==> src/rtl/ahb3lite_req_master.sv <==
// AHB3-Lite single-transfer master fed by a valid/ready request stream.
// Define AHB3LITE_REQ_MASTER_SEQ_EN to emit INCR bursts with SEQ beats.
module ahb3lite_req_master #(
    parameter int          HADDR_SIZE = 32,
    parameter int          HDATA_SIZE = 32,
    parameter logic [3:0]  HPROT_VAL  = 4'b0011
) (
    input  logic                  HCLK,
    input  logic                  HRESET,
    input  logic                  req_valid,
    output logic                  req_ready,
    input  logic                  req_write,
    input  logic [HADDR_SIZE-1:0] req_addr,
    input  logic [2:0]            req_size,
    input  logic [HDATA_SIZE-1:0] req_wdata,
    output logic                  rsp_valid,
    output logic [HDATA_SIZE-1:0] rsp_rdata,
    output logic                  rsp_err,
    output logic                  idle,
    output logic [HADDR_SIZE-1:0] HADDR,
    output logic                  HWRITE,
    output logic [2:0]            HSIZE,
    output logic [2:0]            HBURST,
    output logic [3:0]            HPROT,
    output logic [1:0]            HTRANS,
    output logic [HDATA_SIZE-1:0] HWDATA,
    output logic                  HMASTLOCK,
    input  logic [HDATA_SIZE-1:0] HRDATA,
    input  logic                  HREADY,
    input  logic                  HRESP
);

    typedef enum logic [1:0] {
        TR_IDLE   = 2'b00,
        TR_BUSY   = 2'b01,
        TR_NONSEQ = 2'b10,
        TR_SEQ    = 2'b11
    } htrans_t;

    logic                  ap_valid;
    logic                  ap_cancel;
    logic [HADDR_SIZE-1:0] ap_addr;
    logic [2:0]            ap_size;
    logic                  ap_write;
    logic [HDATA_SIZE-1:0] ap_wdata;

    logic                  dp_valid;
    logic                  dp_cancel;
    logic                  dp_write;
    logic [HDATA_SIZE-1:0] dp_wdata;

    logic accept;
    logic err_first;
    logic rd_take;
    logic seq_next;
    logic ap_seq;

    assign req_ready = ~HRESET & ~ap_cancel & (~ap_valid | HREADY);
    assign accept    = req_valid & req_ready;
    assign err_first = dp_valid & HRESP & ~HREADY;
    assign rd_take   = HREADY & dp_valid & ~dp_cancel & ~dp_write & ~HRESP;

`ifdef AHB3LITE_REQ_MASTER_SEQ_EN
    logic [HADDR_SIZE-1:0] ap_step;

    // SEQ only when this request directly continues the live address phase
    always_comb begin
        ap_step  = {{(HADDR_SIZE-1){1'b0}}, 1'b1} << ap_size;
        seq_next = ap_valid & ~ap_cancel
                 & (req_write == ap_write)
                 & (req_size == ap_size)
                 & (req_addr == ap_addr + ap_step)
                 & (req_addr[HADDR_SIZE-1:10] == ap_addr[HADDR_SIZE-1:10]);
    end

    assign HBURST = ap_valid ? 3'b001 : 3'b000;
`else
    assign seq_next = 1'b0;
    assign HBURST   = 3'b000;
`endif

    always_ff @(posedge HCLK) begin
        if (HRESET) begin
            ap_valid  <= 1'b0;
            ap_cancel <= 1'b0;
            ap_seq    <= 1'b0;
            ap_addr   <= '0;
            ap_size   <= 3'b000;
            ap_write  <= 1'b0;
            ap_wdata  <= '0;
            dp_valid  <= 1'b0;
            dp_cancel <= 1'b0;
            dp_write  <= 1'b0;
            dp_wdata  <= '0;
            rsp_valid <= 1'b0;
            rsp_err   <= 1'b0;
            rsp_rdata <= '0;
        end else begin
            if (HREADY) begin
                dp_valid  <= ap_valid;
                dp_cancel <= ap_cancel;
                dp_write  <= ap_write;
                dp_wdata  <= ap_wdata;
                ap_valid  <= accept;
                ap_cancel <= 1'b0;
                ap_seq    <= accept & seq_next;
                if (accept) begin
                    ap_addr  <= req_addr;
                    ap_size  <= req_size;
                    ap_write <= req_write;
                    ap_wdata <= req_wdata;
                end
            end else if (err_first) begin
                // follower must be dropped before the second ERROR cycle
                ap_cancel <= ap_cancel | ap_valid;
            end
            rsp_valid <= HREADY & dp_valid;
            rsp_err   <= HREADY & dp_valid & (HRESP | dp_cancel);
            rsp_rdata <= rd_take ? HRDATA : '0;
        end
    end

    always_comb begin
        HTRANS = TR_IDLE;
        if (ap_valid && !ap_cancel) begin
            HTRANS = ap_seq ? TR_SEQ : TR_NONSEQ;
        end
    end

    assign HADDR     = ap_addr;
    assign HWRITE    = ap_write;
    assign HSIZE     = ap_size;
    assign HPROT     = HPROT_VAL;
    assign HWDATA    = dp_wdata;
    assign HMASTLOCK = 1'b0;
    assign idle      = ~ap_valid & ~dp_valid;

endmodule

==> config.mk <==
export PLATFORM = sky130hd
export DESIGN_NAME = ahb3lite_req_master
export DESIGN_NICKNAME = d
export VERILOG_FILES = /design/src/rtl/ahb3lite_req_master.sv
export SDC_FILE = /design/constraint.sdc
export NUM_CORES = 1
export LEC_CHECK = 0
export BUFFER_PORTS_ARGS = -buffer_cell sky130_fd_sc_hd__buf_2
export CAP_MARGIN = 5
export CORE_AREA = 4 4 105 107
export CTS_CLUSTER_DIAMETER = 120
export DETAILED_ROUTE_END_ITERATION = 7
export DIE_AREA = 0 0 109 111
export MAX_ROUTING_LAYER = met4
export PLACE_DENSITY = 0.86
export SLEW_MARGIN = 20
export SYNTH_ARGS = -nofsm -noshare
export SYNTH_HDL_FRONTEND = slang
export SYNTH_SLANG_ARGS = --single-unit
==> constraint.sdc <==
create_clock -name HCLK -period 2.8 [get_ports HCLK]
set_input_delay 0.42 -clock HCLK [delete_from_list [all_inputs] [get_ports HCLK]]
set_output_delay 0.42 -clock HCLK [all_outputs]
set_load 0.01 [all_outputs]
==> metrics.yaml <==
status: "finished, final reports clean"
grt_overflow: 0
min_path_type: "primary input to register"
final_layout_size_suffix_gt1_frac: 0.462
antenna_left: 0
setup_viol: 0
rows: 37
io_buffer_count: 209
fin_crit_sh: 0.721
crit_chain: "buf_2 -> buf_4 -> inv_1 -> a211oi_1 -> buf_2"
fp.dieW_um: 109
synth_top_area_cell: "dfxtp_1"
fmax_mhz: 496
total_leakage_power_nw: 3.48
diodes: 0
cts-buffers-inserted: 17
critPathBufInv: 4
dieArea_um2: 12100
netlist_area_um2: 5070
worstSetupPathType: "primary input to output pin"
cts_sinks: 139
worstMarginPinSlew_ns: 1.03
dr_total_vias: 3837
path_clk_slew_ns: 0.06
syn_avg_cell_area_um2: 10.9
post_cts_buffers: 0
io_pins: 219
ys_top_cells_by_area: "dfxtp_1 55%, mux2_2 13%, nor2b_1 8.4%, mux2i_1 6.9%, nor3_1 3.3%"
routed_via_density: 4.72
slew_headroom: 0.312
cpMostUsedCell: "buf_2"
syn_inst: 465
hold_buffers: 0
drt_iter0_drc: 148
hold_violations: 0
synth-seq-cells: 139
grt_max_degree: 77
finalCriticalPeriod_ns: 2.02
cts.htree.levels: 4
initial_core_util: 0.501
fillers: 781
ys.warnings.count: 0
yosys.area.top_type_share: 0.548
netlist-cell-type-count: 20
cts-root-buf: "clkbuf_8"
clk_path_buf_depth: 2
grt_pass1_wl_mm: 18.2
drc: 0
maxSlewViolCount: 0
seq_area_frac_synth: 0.548
crit_slowest_cell: "buf_4"
coreArea_um2: 10100
area_delta_synth_final_pct: 32.4
ir_drop_uv: 333
wirelength_mm: 11.8
dr.pass1.iters: 4
finClkSkew_ns: 0.00558
cts_tree: "built"
post-dp-hpwl_mm: 8.63
start_kind: "primary input"
required_ns: 2.38
critPathMaxStageDelay_ns: 0.52
dp_slack_ns: 0.723
wl_per_cell_um: 14.5
drv_cap: 0
timing.final.ws_setup_ns: 0.782
setup_tns_ns: 0
grt_use_total: 0.198
multi_input_area_um2: 1980
cts_resized: 0
arrival_ns: 1.60
gp_congestion: 0.730
clk_latency_ns: 0.51
crit_family: "buffers and inverters"
powerDensity_nw_per_um2: 673
antenna_found_initial: 0
rsz0062_at_grt: "false"
layout.nets: 770
grt_pass1_vias: 3903
endpoint_kind: "output pin"
die_y_um: 111
seq_area_um2: 2780
crit_fanout: 39
## cell families (layout without fill, tap and decap cells)
kind of cell           after synthesis  after routing  synth area share
multiplexers                       103            103             0.227
AO/OA/AOI/OAI                        3              3           0.00419
other                                2              9           0.00148
AND/OR/NAND/NOR                    143            143             0.150
flip-flops                         139            139             0.548
buffers and inverters               75            280            0.0693
## through the flow
step | cells | area, um^2 | hold slack (ns) | util | power [W]
2_1_floorplan | 472 | 5100 | 0.453 | - | 0.00234
3_3_place_gp | 782 | 6170 | 0.466 | 0.608 | 0.00247
3_5_place_dp | 782 | 6170 | 0.479 | 0.608 | 0.00249
4_1_cts | 813 | 6720 | 0.0944 | 0.663 | 0.00458
5_1_grt | 813 | 6720 | 0.107 | 0.663 | 0.00471
6_report | 813 | 6720 | 0.125 | 0.663 | 0.00452
## path summary, 6_finish.rpt
kind | from | end | slack (ns) | depth (start not counted)
min reg2reg | ap_wdata[3] | HWDATA[3] | 0.48 | 2
max | HREADY | req_ready | 0.78 | 5
max reg2reg | ap_cancel | HADDR[22] | 0.97 | 3
min | HRDATA[22] | rsp_rdata[22] | 0.12 | 3
## state kept, by name, indices dropped and copies added, names as in the netlist
register,flops
rsp_rdata,32
rsp_err,1
HSIZE,3
HADDR,32
ap_valid,1
dp_write,1
ap_cancel,1
rsp_valid,1
ap_wdata,32
dp_cancel,1
HWRITE,1
HWDATA,32
dp_valid,1
## layer usage
metal / global-route usage / part of all wire / up-vias
met5: - / 0 / -
met4: 0.104 / 0.034 / 0
met3: 0.0542 / 0.069 / 32
met2: 0.346 / 0.52 / 146
met1: 0.196 / 0.38 / 1785
li1: - / - / 1874
## power breakdown
| part | internal [W] | total [W] | switching (W) |
|---|---|---|---|
| Clock | 0.00128 | 0.00208 | 0.000803 |
| Combinational | 0.000189 | 0.000360 | 0.000171 |
| Sequential | 0.00205 | 0.00208 | 0.0000332 |
## synth_stat cells, drive strengths merged
cell     count
dfxtp      139
nor2        39
or3          1
nor3        33
inv         35
o31ai        1
nor2b       68
mux2i       35
clkbuf      13
a211oi       1
mux2        68
a31oi        1
nand4bb      1
buf         27
nand3b       1
conb         2
## tightest hold or removal path, delay by kind of cell
kind	cells	cell delay (ns)
simple gates	1	0.04
buf+inv	2	0.13
## layout by cell type (no fill, tap or decap)
| cell | n |
|---|---|
| buf_2 | 208 |
| dfxtp_1 | 139 |
| nor2b_1 | 68 |
| mux2_2 | 59 |
| nor2_1 | 39 |
| inv_1 | 35 |
| mux2i_1 | 35 |
| nor3_1 | 33 |
| clkbuf_16 | 16 |
| mux2_4 | 9 |
| conb_1 | 9 |
| clkinv_2 | 5 |
| buf_4 | 5 |
| clkinvlp_4 | 4 |
| clkbuf_8 | 2 |
| bufinv_16 | 2 |
| a211oi_1 | 1 |
| nand3b_1 | 1 |
| or3_1 | 1 |
| nand4bb_4 | 1 |
| o31ai_1 | 1 |
| a31oi_1 | 1 |
| clkbuf_1 | 1 |
| inv_6 | 1 |
| buf_12 | 1 |
## layout make-up
class,instances,area share
Sequential cell,139,0.414
Inverter,35,0.0195
Clock inverter,12,0.0184
Clock buffer,19,0.0642
Timing Repair Buffer,214,0.163
Tap cell,136,0.0253
Multi-Input combinational cell,258,0.295
Note: power is estimated with default switching activity, not from simulation.
